File: src/rtl/mem_arbiter.sv
`default_nettype none
// ============================================================================
// mem_arbiter : two-master round-robin memory arbiter with bus lock and
//               forced release after LOCK_MAX locked cycles.
// Revision    : 1.0
// ============================================================================
module mem_arbiter #(
  parameter int LOCK_MAX = 16
) (
  input  logic        clk,
  input  logic        rst_n,
  input  logic        m0_req,
  input  logic        m0_we,
  input  logic        m0_lock,
  input  logic [31:0] m0_addr,
  input  logic [31:0] m0_wdata,
  output logic        m0_gnt,
  output logic        m0_rvalid,
  output logic [31:0] m0_rdata,
  input  logic        m1_req,
  input  logic        m1_we,
  input  logic        m1_lock,
  input  logic [31:0] m1_addr,
  input  logic [31:0] m1_wdata,
  output logic        m1_gnt,
  output logic        m1_rvalid,
  output logic [31:0] m1_rdata,
  output logic        mem_r_en,
  output logic [31:0] mem_r_addr,
  input  logic [31:0] mem_r_data,
  output logic        mem_w_en,
  output logic [31:0] mem_w_addr,
  output logic [31:0] mem_w_data
);

  localparam int LCNT_W = $clog2(LOCK_MAX + 1);

  typedef enum logic [1:0] {
    IDLE = 2'd0,
    OWN0 = 2'd1,
    OWN1 = 2'd2
  } state_t;

  state_t              state_q, state_d;
  logic                last_q, last_d;
  logic [LCNT_W-1:0]   lcnt_q, lcnt_d;
  logic                rtag_vld_q, rtag_vld_d;
  logic                rtag_own_q, rtag_own_d;

  logic                gnt0, gnt1, any_gnt, sel;
  logic                sel_we, sel_lock, own_idx, own_lock;
  logic [31:0]         sel_addr, sel_wdata;

  // Grants are combinational and forced low while reset is asserted.
  always_comb begin
    gnt0 = 1'b0;
    gnt1 = 1'b0;
    if (rst_n) begin
      case (state_q)
        IDLE: begin
          if (m0_req && m1_req) begin
            gnt0 = last_q;
            gnt1 = !last_q;
          end else begin
            gnt0 = m0_req;
            gnt1 = m1_req;
          end
        end
        OWN0:    gnt0 = m0_req;
        OWN1:    gnt1 = m1_req;
        default: ;
      endcase
    end
  end

  assign any_gnt   = gnt0 | gnt1;
  assign sel       = gnt1;
  assign sel_we    = sel ? m1_we    : m0_we;
  assign sel_lock  = sel ? m1_lock  : m0_lock;
  assign sel_addr  = sel ? m1_addr  : m0_addr;
  assign sel_wdata = sel ? m1_wdata : m0_wdata;
  assign own_idx   = (state_q == OWN1);
  assign own_lock  = own_idx ? m1_lock : m0_lock;

  assign m0_gnt     = gnt0;
  assign m1_gnt     = gnt1;
  assign mem_r_en   = any_gnt & !sel_we;
  assign mem_w_en   = any_gnt & sel_we;
  assign mem_r_addr = mem_r_en ? sel_addr  : 32'h0;
  assign mem_w_addr = mem_w_en ? sel_addr  : 32'h0;
  assign mem_w_data = mem_w_en ? sel_wdata : 32'h0;

  assign m0_rvalid = rtag_vld_q & !rtag_own_q;
  assign m1_rvalid = rtag_vld_q &  rtag_own_q;
  assign m0_rdata  = m0_rvalid ? mem_r_data : 32'h0;
  assign m1_rdata  = m1_rvalid ? mem_r_data : 32'h0;

  always_comb begin
    state_d    = state_q;
    last_d     = last_q;
    lcnt_d     = lcnt_q;
    rtag_vld_d = mem_r_en;
    rtag_own_d = sel;
    case (state_q)
      IDLE: begin
        if (any_gnt) begin
          last_d = sel;
          // A lock window of one cycle is already spent by this grant.
          if (sel_lock && (LOCK_MAX > 1)) begin
            state_d = sel ? OWN1 : OWN0;
            lcnt_d  = LCNT_W'(1);
          end
        end
      end
      OWN0, OWN1: begin
        if (lcnt_q != LCNT_W'(LOCK_MAX)) lcnt_d = lcnt_q + 1'b1;
        // Release on lock drop or when the window fills, handing priority away.
        if (!own_lock || (lcnt_d == LCNT_W'(LOCK_MAX))) begin
          state_d = IDLE;
          lcnt_d  = '0;
          last_d  = own_idx;
        end
      end
      default: begin
        state_d = IDLE;
        lcnt_d  = '0;
      end
    endcase
  end

  always_ff @(posedge clk or negedge rst_n) begin
    if (!rst_n) begin
      state_q    <= IDLE;
      last_q     <= 1'b1;
      lcnt_q     <= '0;
      rtag_vld_q <= 1'b0;
      rtag_own_q <= 1'b0;
    end else begin
      state_q    <= state_d;
      last_q     <= last_d;
      lcnt_q     <= lcnt_d;
      rtag_vld_q <= rtag_vld_d;
      rtag_own_q <= rtag_own_d;
    end
  end

endmodule
`default_nettype wire

File: config.mk
export PLATFORM = sky130hd
export DESIGN_NAME = mem_arbiter
export DESIGN_NICKNAME = d
export VERILOG_FILES = /design/src/rtl/mem_arbiter.sv
export SDC_FILE = /design/constraint.sdc
export NUM_CORES = 1
export LEC_CHECK = 0
export ABC_AREA = 1
export CAP_MARGIN = 10
export CORE_AREA = 2 2 131 133
export CTS_CLUSTER_SIZE = 25
export DETAILED_ROUTE_END_ITERATION = 12
export DIE_AREA = 0 0 133 135
export PLACE_DENSITY = 0.66
export SLEW_MARGIN = 20
export SYNTH_ARGS = -nofsm -noshare
export SYNTH_HDL_FRONTEND = slang
export SYNTH_SLANG_ARGS = --single-unit
File: constraint.sdc
create_clock -name clk -period 4.5 [get_ports clk]
set_input_delay 0.45 -clock clk [delete_from_list [all_inputs] [get_ports clk]]
set_output_delay 0.45 -clock clk [all_outputs]
set_load 0.05 [all_outputs]
Yosys cells after proc, flatten, opt, wreduce, memory -nomap -nowiden
Cells that the tools add are included.
{ "word_totals": {"regBits": 10, "wordCells": 60, "inputBits": 168} }
{ "op_classes": {"bitwise_logic": 5, "addsub": 1, "n_eq_ne": 7, "muxes": 30, "n_reduce_logical": 12} }
{ "ops": {"columns": ["cell", "n"], "rows": [
  ["$mux 32", 7],
  ["$mux 5", 5],
  ["$pmux 5 s2", 1],
  ["$mux 1", 9],
  ["$mux 2", 4],
  ["$ne 2x2->1 const B", 3],
  ["$pmux 1 s2", 3],
  ["$reduce_and 3->1", 2],
  ["$add 5x1->5 const B", 1],
  ["$eq 5x5->1 const B", 1],
  ["$ne 5x5->1 const B", 1],
  ["$and 1x1->1", 4],
  ["$logic_not 1->1", 4],
  ["$pmux 2 s2", 1],
  ["$eq 2x1->1 const B", 1],
  ["$eq 2x2->1 const B", 1],
  ["$logic_not 2->1", 1],
  ["$reduce_and 2->1", 1],
  ["$reduce_bool 2->1", 1],
  ["$reduce_or 2->1", 1],
  ["$logic_and 1x1->1", 1],
  ["$logic_or 1x1->1", 1],
  ["$or 1x1->1", 1]
]} }

Longest topological paths before layout
Gate-level depths: netlist of run 1.
{ "depth": {"ltp_word": 8, "ltp_mapped": 13, "ltp_nobuf": 13} }

Least setup slack after synthesis of run 1
Ideal clock, no wire load.
{ "synth_timing": {"kind": "register to output", "startpoint": "reg state_q[0]", "endpoint": "out mem_w_data[22]", "slack_ns": 1.586, "stages_incl_launch_ff": 12, "path_buffers": 1, "required_ns": 4.050, "t_arrival_ns": 2.464, "cell_sequence": "dfrtp_1 -> inv_1 -> ha_1 -> nand2_1 -> nand2_2 -> nand2_4 -> inv_2 -> clkbuf_1 -> nand2_1 -> nand2_1 -> inv_1 -> nor2_1"} }
{ "synth_via": {"elab_chain_cells": 6} }
{ "synth_rtl": {"columns": ["element", "line_no", "source"], "rows": [
  ["from (decl)", "44", "state_t state_q, state_d;"],
  ["from (signal assigned)", "139", "state_q <= state_d;"],
  ["$eq 2x2->1 or $logic_not 2->1 (tied branches)", "59", "case (state_q)"],
  ["$pmux 1 s2 *", "59", null],
  ["$mux 1 *", "58", "if (rst_n) begin"],
  ["net m1_gnt", "25", "output logic m1_gnt,"],
  ["$or 1x1->1 or $mux 1 (tied branches)", "76, 78", null],
  ["$and 1x1->1", "88", "assign mem_w_en = any_gnt & sel_we;"],
  ["$mux 32 *", "91", "assign mem_w_data = mem_w_en ? sel_wdata : 32'h0;"],
  ["to (decl)", "33", "output logic [31:0] mem_w_data"]
]} }
The timed path passes the listed nets; every way through them passes the cells marked *.

Worst setup path after layout of run 1
{ "layout_timing": {"startpoint": "in rst_n", "endpoint": "out mem_w_addr[3]"} }
{ "layout_via": {"elab_chain_cells": 4} }
{ "layout_rtl": {"columns": ["element", "line_no", "source"], "rows": [
  ["from (decl)", "11", "input logic rst_n,"],
  ["$mux 1", "58", null],
  ["$or 1x1->1 or $mux 1 (tied branches)", "76, 78", null],
  ["$and 1x1->1", "88", null],
  ["$mux 32 *", "90", "assign mem_w_addr = mem_w_en ? sel_addr : 32'h0;"],
  ["to (decl)", "32", "output logic [31:0] mem_w_addr,"]
]} }
Mark *: on every way between the ends. The rest lies on a longest branch, timed or not.

==> results of run 1 <==
[state kept, by name, indices dropped and copies added, names as in the netlist]
signal,flops
state_q,2
rtag_vld_q,1
last_q,1
lcnt_q,5
rtag_own_q,1
[cell families after synthesis]
family,count (synthesis)
compound gates,12
simple gates,330
fa+ha+maj,6
mux,32
flops,10
buf+inv,117
[cell usage in the layout (no fill, tap or decap), drive strengths merged]
cell / instances
clkbuf: 4
dfrtp: 9
a21oi: 6
buf: 100
nand3: 12
or2: 2
nand2: 147
mux2i: 32
o21ai: 6
nand4: 1
ha: 6
dfstp: 1
inv: 92
nor2: 168
clkdlybuf4s50: 235
[stage by stage]
stage               setup slack (ns)  hold slack, ns  total power (W)
floorplan                       1.59           0.154          0.00150
global placement               0.957           0.459          0.00224
detailed placement             0.932           0.461          0.00225
CTS                            0.923           0.468          0.00244
global route                   0.765           0.501          0.00258
finish                          1.01           0.470          0.00242
[worst paths after layout]
path                                        start  slack [ns]                     to
max in group asynchronous                   rst_n        3.55  lcnt_q[3]$_DFFE_PN0P_
min in group asynchronous                   rst_n        0.57  lcnt_q[2]$_DFFE_PN0P_
setup reg to reg           state_q[0]$_DFFE_PN0P_        2.44   rtag_vld_q$_DFF_PN0_
hold reg to reg                last_q$_DFFE_PN1P_        0.47     last_q$_DFFE_PN1P_
hold / removal                 last_q$_DFFE_PN1P_        0.47     last_q$_DFFE_PN1P_
setup / recovery                            rst_n        1.01          mem_w_addr[3]
[per-layer routing]
layer / vias to the layer above / wire length (um)
li1: 2102 / -
met1: 1758 / 5680
met2: 213 / 7260
met3: 7 / 1240
met4: 0 / 83
met5: - / 0
[worst reg2reg max path, cell delays in order (launching register included)]
cell and delay (ns):
dfrtp_1 0.40, inv_1 0.08, ha_1 0.25, nand2_1 0.10, nand2_2 0.07, nand2_4 0.12, inv_2 0.11, or2_1 0.24
o21ai_2 0.12, nand2_4 0.27, inv_1 0.22
[area by class of cell]
| cell class | count | area [um2] | area share (%) |
|---|---|---|---|
| well taps | 220 | 275 | 4.41 |
| flip-flops and latches | 10 | 251 | 4.03 |
| inverters | 92 | 348 | 5.57 |
| multi-input cells | 380 | 1750 | 28.0 |
| clock buffers | 4 | 88.8 | 1.42 |
| repair buffers | 335 | 3530 | 56.5 |
[power groups by stage]
stage	sequential [W]	combinational (W)	clock, W
2_1_floorplan	0.000147	0.00135	0
3_5_place_dp	0.000158	0.00209	0
4_1_cts	0.000157	0.00210	0.000181
6_report	0.000159	0.00208	0.000181
5_1_grt	0.000164	0.00222	0.000188
3_3_place_gp	0.000157	0.00208	0
==> out/metrics.cfg, run 1 <==
[synthesis]
postSynth.asyncResetShare_pct=100
post-synth-top-area-fraction_pct=25.0
portion_of_netlist_area_occupied_by_mux_cells_pct=12.8
synthSimpleGateAreaFrac_pct=51.5
synthesis.yosys.warnings=0
yosys.area_share.adder_pct=3.00
ys_types=23
synth_edf_count=0
total_nets_after_synthesis=681
synthTopCellsByCount=nor2_1, nand2_1, inv_1, mux2i_1, nand3_1
yosys.area.top_type=nor2_1
postSynthAreaPerCell_um2=4.94
synth.area.top_cells=nor2_1, nand2_1, inv_1, mux2i_1, dfrtp_1
synth_top_flop_cell=dfrtp_1
synth_xor_xnor_area_share_pct=0
post_synthesis_cells=507
syn-cell-area_um2=2500
yosys.cell_count.top_type=nor2_1
largest_family_of_logic_cells_by_synthesized_area=simple AND/OR/NAND/NOR gates
synth_compound_gate_area_share_pct=2.55
ys_seq_area_share_pct=10.0
ys_seq_elements=10

[setup_path]
path_cells=clkdlybuf4s50_1, nand2_1, inv_1, nand2_4, buf_4, mux2i_1, nor2_1, buf_4
critPathKind=in -> out
critical-path-top-delay-family=buffers and inverters
worst_setup_path_end_kind=output port
timing.critical_path.slowest_cell_delay_ns=0.71
critPathLaunchType=input pin
cpMostUsedCell=buf_4
critPathBufInv=4
critPathMaxFanout=61
cp_num_cells=8
cp.arrival_ns=3.04
timing.reg2reg.worst_path_depth=10
cp_data_required_time_ns=4.05
critical_path.slowest_cell=clkdlybuf4s50_1

[timing]
clock.fmax_mhz=287
period_share_pct=77.5
timing.clock.skew_ns=0.00619
hold_viol_final=0
finalSetupTns_ns=0
finalWorstPathRequiredPeriod_ns=3.49
worst_pin_slew_ns=0.925
grt_setup_unrepaired=no
slew_violations=0
setup_viol=0
timing.slew.headroom_pct=38.3

[clock_network]
post-cts-setup-buffers=0
cts_max_path_buffers=2
clock_sink_count=10
cts-buffers-inserted=3
hold_buffers=0
clock_input_transition_at_the_sequential_cells_of_the_worst_setup_and_hold_paths_ns=0.04
cts_tree=built
cts_root_buffer=clkbuf_16
clock_tree.htree_level_count=1
ctsResizeCount=0
insertion_delay_of_the_later_clocked_pin_in_the_worst_skew_pair_ns=0.24

[pwr]
netSwitchingPower_w=0.00143
sequentialPowerShare_pct=6.6
power.clock.fraction_pct=7.5
p_comb_share_pct=85.9
power_leakage_nw=3.34
internal-power_w=0.000982
peakVddDrop_uv=222
swShare_pct=59.4
powerDensity_nw_per_um2=387

[route]
drc_errors=0
drt_first_iter_violations=122
drt_pre_antenna_iters=4
routed-via-count=4080
route.final.wire_length_um=14300
routed_via_density=3.92
wl_cell_um=13.7
drtAntennaViolNets=0

[floorplan]
die-width_um=133
starting_utilization_of_the_core_area_pct=15.3
placement_rows=47
floorplan.die.height_um=135
die_outline_area_um2=18000
design.core.area_um2=16400
top_level_ports=334

[global_route]
global_routing_s_busiest_layer=met2
first_global_vias=3966
use_met2_pct=27.5
gr-usage-met3_pct=3.72
globalRouteOverflowTotal=0
groute.usage.overall_pct=14.7
first_pass_grt_wire_length_um=21300
grt_use_met1_pct=17.3
initial_antenna_violation_count=0
grt_start_max_net_pins=65

[flow_run]
drv.max_cap_violation_count=0

[layout]
fillcell_total=1721
syn2layout_area_growth_pct=149
final_layout_size_suffix_gt1_share_pct=14.0
non_filler_instance_count_after_layout=1041
antenna_cells_inserted=0
final_nets=996
final_core_utilization_pct=38.0
post_route_cell_area_um2=6240

[place]
dp_cells=1037
io_buffers=333
dpl-instance-area_um2=6150
dpl.hpwl_um=12100
gp_congestion=0.791

[hold_path]
holdCritPathClass=reg -> reg
worstHoldPathCells=2

[run_status]
outcome=complete, no violations

Power figures use the tool's default switching activity.
==> run 2: changes to the inputs <==
--- a/config.mk
+++ b/config.mk
@@ -7,11 +7,11 @@
 export LEC_CHECK = 0
 export ABC_AREA = 1
 export CAP_MARGIN = 10
-export CORE_AREA = 2 2 131 133
+export CORE_AREA = 2 2 128 130
 export CTS_CLUSTER_SIZE = 25
 export DETAILED_ROUTE_END_ITERATION = 12
-export DIE_AREA = 0 0 133 135
-export PLACE_DENSITY = 0.66
+export DIE_AREA = 0 0 130 132
+export PLACE_DENSITY = 0.68
 export SLEW_MARGIN = 20
 export SYNTH_ARGS = -nofsm -noshare
 export SYNTH_HDL_FRONTEND = slang
==> constraint.sdc (replaced) <==
create_clock -name clk -period 3.3 [get_ports clk]
set_input_delay 0.33 -clock clk [delete_from_list [all_inputs] [get_ports clk]]
set_output_delay 0.33 -clock clk [all_outputs]
set_load 0.05 [all_outputs]
==> run 2 against run 1 <==
  * Clock skew decreased by 0.0025 ns
  * First-iteration DRC count decreased by 16%
  * Non-clock buffer count increased by 6
  * Sequential share of layout area about the same
  * Utilization increased by 2.0 points
  * Cell area increased by 0.76%
  * Hold slack got worse by 0.051 ns
  * Clock power increased by 35%
  * Routed wire length decreased by 1.4%
  * Largest power group unchanged
  * Highest routed layer unchanged
==> out/metrics.cfg, run 2 (same netlist as run 1, synthesis figures left out) <==
[clock_network]
ctsResizeCount=0  ; unchanged
cts_root_buffer=clkbuf_16
cts-buffers-inserted=3  ; unchanged
insertion_delay_of_the_later_clocked_pin_in_the_worst_skew_pair_ns=0.24  ; about the same
clock_sink_count=10  ; unchanged
cts_tree=built
hold_buffers=0  ; unchanged
clock_input_transition_at_the_sequential_cells_of_the_worst_setup_and_hold_paths_ns=0.04  ; about the same
post-cts-setup-buffers=0  ; unchanged
clock_tree.htree_level_count=1  ; unchanged
cts_max_path_buffers=2  ; unchanged

[setup_path]
critPathLaunchType=flop
cp.arrival_ns=2.54  ; -0.50 ns
worstReg2RegStart=state_q[0]$_DFFE_PN0P_
reg2reg_to=state_q[1]$_DFFE_PN0P_
cp_data_required_time_ns=2.97  ; -1.08 ns
timing.reg2reg.worst_path_depth=13  ; +3
critPathMaxFanout=25  ; -59%
worst_setup_path_end_kind=output port
crit_path_start=state_q[0]$_DFFE_PN0P_
internal_reg_to_reg_setup_slack_ns=0.77  ; -1.67 ns
worst_setup_path_endpoint=mem_w_addr[29]
critPathKind=reg -> out

[timing]
grt_setup_unrepaired=no
clock.fmax_mhz=349
setup_viol=0  ; unchanged
timing.clock.skew_ns=0.00367  ; -0.00252 ns
finalWorstPathRequiredPeriod_ns=2.87
period_share_pct=86.9
timing.slew.headroom_pct=37.6  ; -0.65 points
slew_violations=0  ; unchanged
finalSetupTns_ns=0  ; unchanged
worst_pin_slew_ns=0.934  ; +0.00968 ns
hold_viol_final=0  ; unchanged

[place]
io_buffers=333  ; unchanged
gp_congestion=0.841  ; +6.4%
dpl.hpwl_um=12200  ; +0.98%
dpl-instance-area_um2=6200  ; +0.81%
dp_cells=1039  ; +0.19%

[layout]
antenna_cells_inserted=0  ; unchanged
top_regs=lcnt_q x5, state_q x2
final_cell_mix=clkdlybuf4s50_1, nor2_1, nand2_1
non_filler_instance_count_after_layout=1043  ; +0.19%
final_layout_size_suffix_gt1_share_pct=14.6  ; +0.62 points
top_register=lcnt_q
syn2layout_area_growth_pct=151
final_nets=1002  ; +0.60%
flip_flop_count_of_the_largest_register_after_layout=5  ; unchanged
final_core_utilization_pct=40.0  ; +2.0 points
layout.cells.most_common=clkdlybuf4s50_1
post_route_cell_area_um2=6290  ; +0.76%

[route]
route.final.wire_length_um=14100  ; -1.4%
drtAntennaViolNets=0  ; unchanged
routed-via-count=4056  ; -0.59%
routed_via_density=3.89  ; -0.78%
wl_cell_um=13.5  ; -1.6%
drc_errors=0  ; unchanged
drt_pre_antenna_iters=4  ; unchanged
drt_first_iter_violations=102  ; -16%

[global_route]
first_global_vias=3848  ; -3.0%
groute.usage.overall_pct=15.1  ; +0.40 points
first_pass_grt_wire_length_um=20500  ; -4.0%
globalRouteOverflowTotal=0  ; unchanged
grt_start_max_net_pins=44  ; -32%
initial_antenna_violation_count=0  ; unchanged

[pwr]
powerDensity_nw_per_um2=528  ; +36%
design_power_total_w=0.00332  ; +37%
peakVddDrop_uv=243  ; +9.7%
power_leakage_nw=3.37  ; +0.91%

[hold_path]
holdCritPathClass=in -> async

[flow_run]
drv.max_cap_violation_count=0  ; unchanged

[floorplan]
design.core.area_um2=15700  ; -4.2%
placement_rows=46  ; -2.1%
starting_utilization_of_the_core_area_pct=15.9  ; +0.67 points
die_outline_area_um2=17200  ; -4.4%
die-width_um=130  ; -2.3%
top_level_ports=334  ; unchanged
floorplan.die.height_um=132  ; -2.2%

[run_status]
outcome=complete, no violations

==> run 2: stage by stage <==
stage | hold WS [ns] | worst slack, ns
after floorplan | 0.0344 | 0.506
after global routing | 0.456 | 0.179
after global placement | 0.463 | 0.532
final | 0.419 | 0.432
after detailed placement | 0.463 | 0.509
after CTS | 0.424 | 0.366
==> run 2: where the power goes <==
part           leakage [nW]  internal, W  switching, W  total, W
sequential            0.129     0.000168     0.0000417  0.000210
clock                0.0442     0.000183     0.0000617  0.000244
combinational          3.20      0.00101       0.00186   0.00287
==> run 2: area by class of cell <==
cell class,count,area [um2]
clock buffer,4,88.8
fill,1653,9420
inverter,92,348
multi-input combinational,380,1750
sequential,10,251
tap,216,270
timing repair buffer,341,3580
==> run 2: worst min path at each step <==
| stage | from | to | slack (ns) | cells past startpoint |
|---|---|---|---|---|
| 2_1_floorplan | rst_n | lcnt_q[0]$_DFFE_PN0P_ | 0.03 | 0 |
| 3_3_place_gp | last_q$_DFFE_PN1P_ | last_q$_DFFE_PN1P_ | 0.46 | 2 |
| 3_5_place_dp | last_q$_DFFE_PN1P_ | last_q$_DFFE_PN1P_ | 0.46 | 2 |
| 4_1_cts | rst_n | lcnt_q[4]$_DFFE_PN0P_ | 0.42 | 2 |
| 5_1_grt | rst_n | lcnt_q[4]$_DFFE_PN0P_ | 0.46 | 2 |
| 6_report | rst_n | lcnt_q[4]$_DFFE_PN0P_ | 0.42 | 2 |
==> run 2: routing by layer <==
| layer | global-route usage [%] | vias up | share of wire [%] |
|---|---|---|---|
| li1 | - | 2110 | - |
| met1 | 16.5 | 1726 | 38 |
| met2 | 29.7 | 214 | 52 |
| met3 | 3.53 | 6 | 9.1 |
| met4 | 1.73 | 0 | 0.68 |
| met5 | 0 | - | 0 |
==> run 2: worst max-delay path: stages, from the launching register on <==
cell,delay (ns)
dfrtp_1,0.39
inv_1,0.08
ha_1,0.24
nand2_1,0.09
nand2_2,0.07
nand2_4,0.16
inv_2,0.05
or2_1,0.21
o21ai_2,0.12
nor2_4,0.08
inv_4,0.21
buf_4,0.30
nor2_1,0.08
buf_4,0.20
==> run 3: changes to the inputs <==
--- a/config.mk
+++ b/config.mk
@@ -7,11 +7,13 @@
 export LEC_CHECK = 0
 export ABC_AREA = 1
 export CAP_MARGIN = 10
-export CORE_AREA = 2 2 128 130
+export CELL_PAD_IN_SITES_DETAIL_PLACEMENT = 1
+export CELL_PAD_IN_SITES_GLOBAL_PLACEMENT = 1
+export CORE_MARGIN = 1
+export CORE_UTILIZATION = 14
 export CTS_CLUSTER_SIZE = 25
 export DETAILED_ROUTE_END_ITERATION = 12
-export DIE_AREA = 0 0 130 132
-export PLACE_DENSITY = 0.68
+export PLACE_DENSITY = 0.95
 export SLEW_MARGIN = 20
 export SYNTH_ARGS = -nofsm -noshare
 export SYNTH_HDL_FRONTEND = slang
==> run 3 against run 2 <==
  * Power up 1.0%
  * Routed wire length up 12%
  * Cell area fell by 0.14%
  * Clock power is 9.4% lower
  * Combinational power grew 2%
  * Flip-flop and latch count unchanged
  * Hold slack got worse by 0.057 ns
  * Clock skew down 0.0017 ns
  * Critical path type is now in -> out
  * Critical endpoint is now mem_w_data[11]
==> out/metrics.cfg, run 3 (same netlist as run 1, synthesis figures left out) <==
[timing]
final.hold.worst_slack_ns=0.361  ; -0.0574 ns
setup_viol=0  ; unchanged
finalWorstPathRequiredPeriod_ns=2.95  ; +0.0837 ns
hold_viol_final=0  ; unchanged
slew_violations=0  ; unchanged
timing.slew.headroom_pct=37.6  ; about the same
finalSetupTns_ns=0  ; unchanged
timing.clock.skew_ns=0.00202  ; -0.00165 ns
grt_setup_unrepaired=no
worst_pin_slew_ns=0.934  ; +0.0000224 ns
period_share_pct=89.4  ; +2.5 points
clock.fmax_mhz=339  ; -2.8%

[layout]
layout.cells.most_common=clkdlybuf4s50_1
final_nets=999  ; -0.30%
multi_input_area_um2=1750  ; unchanged
flip_flop_count_of_the_largest_register_after_layout=5  ; unchanged
final_cell_mix=clkdlybuf4s50_1, nor2_1, nand2_1
syn2layout_area_growth_pct=151
fillcell_total=2162  ; +31%
layout.area.seq_um2=251  ; unchanged
final_layout_size_suffix_gt1_share_pct=14.2  ; -0.43 points
antenna_cells_inserted=0  ; unchanged
post_route_cell_area_um2=6280  ; -0.14%
top_regs=lcnt_q x5, state_q x2
top_register=lcnt_q

[place]
io_buffers=333  ; unchanged
dpl-instance-area_um2=6200  ; about the same
dpl.hpwl_um=13700  ; +12%
gp_congestion=0.743  ; -12%

[floorplan]
top_level_ports=334  ; unchanged
die_outline_area_um2=18400  ; +7.4%
die-width_um=136  ; +4.4%
placement_rows=48  ; +4.3%
starting_utilization_of_the_core_area_pct=14.4  ; -1.5 points
design.core.area_um2=17400  ; +10%
floorplan.die.height_um=136  ; +2.8%

[pwr]
power.clock.fraction_pct=6.6  ; -0.8 points
netSwitchingPower_w=0.00202  ; +3.0%
sequentialPowerShare_pct=6.4  ; about the same
power_leakage_nw=3.36  ; -0.39%
powerDensity_nw_per_um2=534  ; +1.2%
design_power_total_w=0.00336  ; +1.0%
swShare_pct=60.2  ; +1.1 points
p_comb_share_pct=87.0  ; +0.7 points
internal-power_w=0.00134  ; -1.8%
peakVddDrop_uv=285  ; +17%

[clock_network]
clock_sink_count=10  ; unchanged
cts-buffers-inserted=3  ; unchanged
post-cts-setup-buffers=0  ; unchanged
clock_tree.htree_level_count=1  ; unchanged
hold_buffers=0  ; unchanged
insertion_delay_of_the_later_clocked_pin_in_the_worst_skew_pair_ns=0.24  ; about the same
cts_max_path_buffers=2  ; unchanged
ctsResizeCount=0  ; unchanged
cts_tree=built
cts_root_buffer=clkbuf_16
clock_input_transition_at_the_sequential_cells_of_the_worst_setup_and_hold_paths_ns=0.04  ; about the same

[flow_run]
drv.max_cap_violation_count=0  ; unchanged

[setup_path]
critPathBufInv=5  ; unchanged
cp.arrival_ns=2.62  ; +0.08 ns
critical-path-top-delay-family=buffers and inverters
critPathMaxFanout=64  ; +160%
worst_setup_path_end_kind=output port
critPathLaunchType=input pin
timing.critical_path.slowest_cell_delay_ns=0.58  ; +0.19 ns
critPathKind=in -> out
internal_reg_to_reg_setup_slack_ns=0.96  ; +0.19 ns
critical_path.slowest_cell=clkdlybuf4s50_1
path_cells=clkdlybuf4s50_1, nand2_1, inv_1, nand2_4, inv_2, or2_1, o21ai_2, nor2_4, inv_4, nor2_1, buf_4
cp_data_required_time_ns=2.97  ; about the same

[route]
drtAntennaViolNets=0  ; unchanged
route.final.wire_length_um=15700  ; +12%
routed_via_density=4.09  ; +5.1%
routed-via-count=4289  ; +5.7%
wl_cell_um=15.0  ; +11%
drc_errors=0  ; unchanged
drt_pre_antenna_iters=4  ; unchanged
drt_first_iter_violations=50  ; -51%

[global_route]
groute.usage.overall_pct=16.0  ; +0.88 points
grt_start_max_net_pins=65  ; +48%
initial_antenna_violation_count=0  ; unchanged
globalRouteOverflowTotal=0  ; unchanged
first_global_vias=4389  ; +14%
first_pass_grt_wire_length_um=22900  ; +12%

[hold_path]
holdCritPathClass=in -> async

[run_status]
outcome=complete, no violations

run 3: routing by layer:
metal  global-route usage [%]  wire length, um  vias up
li1                         -                -     2103
met1                     16.5             5560     1956
met3                     3.63             1330       14
met2                     31.9             8520      216
met4                     3.50              283        0
met5                        0                0        -
run 3: power by group through the flow:
stage	Sequential, W	Combinational, W	Clock (W)
6_report	0.000216	0.00292	0.000221
5_1_grt	0.000222	0.00312	0.000228
4_1_cts	0.000216	0.00295	0.000220
3_5_place_dp	0.000217	0.00293	0
3_3_place_gp	0.000213	0.00287	0
2_1_floorplan	0.000201	0.00184	0
run 3: path summary, 6_finish.rpt:
| path | endpoint | from | cells after the start |
|---|---|---|---|
| max in group asynchronous | rtag_own_q$_DFF_PN0_ | rst_n | 2 |
| setup / recovery | mem_w_data[11] | rst_n | 11 |
| min in group clk | last_q$_DFFE_PN1P_ | last_q$_DFFE_PN1P_ | 2 |
| hold reg to reg | last_q$_DFFE_PN1P_ | last_q$_DFFE_PN1P_ | 2 |
| setup reg to reg | state_q[0]$_DFFE_PN0P_ | state_q[0]$_DFFE_PN0P_ | 13 |
| hold / removal | lcnt_q[1]$_DFFE_PN0P_ | rst_n | 1 |
run 3: metrics by stage:
step / std cells / setup WS, ns / util [%]
after floorplan: 507 / 0.506 / -
after global placement: 1045 / 0.441 / 35.7
after detailed placement: 1045 / 0.342 / 35.7
after CTS: 1049 / 0.336 / 36.2
after global routing: 1049 / 0.176 / 36.2
final: 1049 / 0.348 / 36.2
run 3: area by class of cell:
| cell class | count | share of cell area (%) |
|---|---|---|
| inverters | 92 | 5.54 |
| multi-input cells | 380 | 27.8 |
| flip-flops and latches | 10 | 4.00 |
| clock buffers | 4 | 1.25 |
| well taps | 225 | 4.48 |
| repair buffers | 338 | 56.9 |
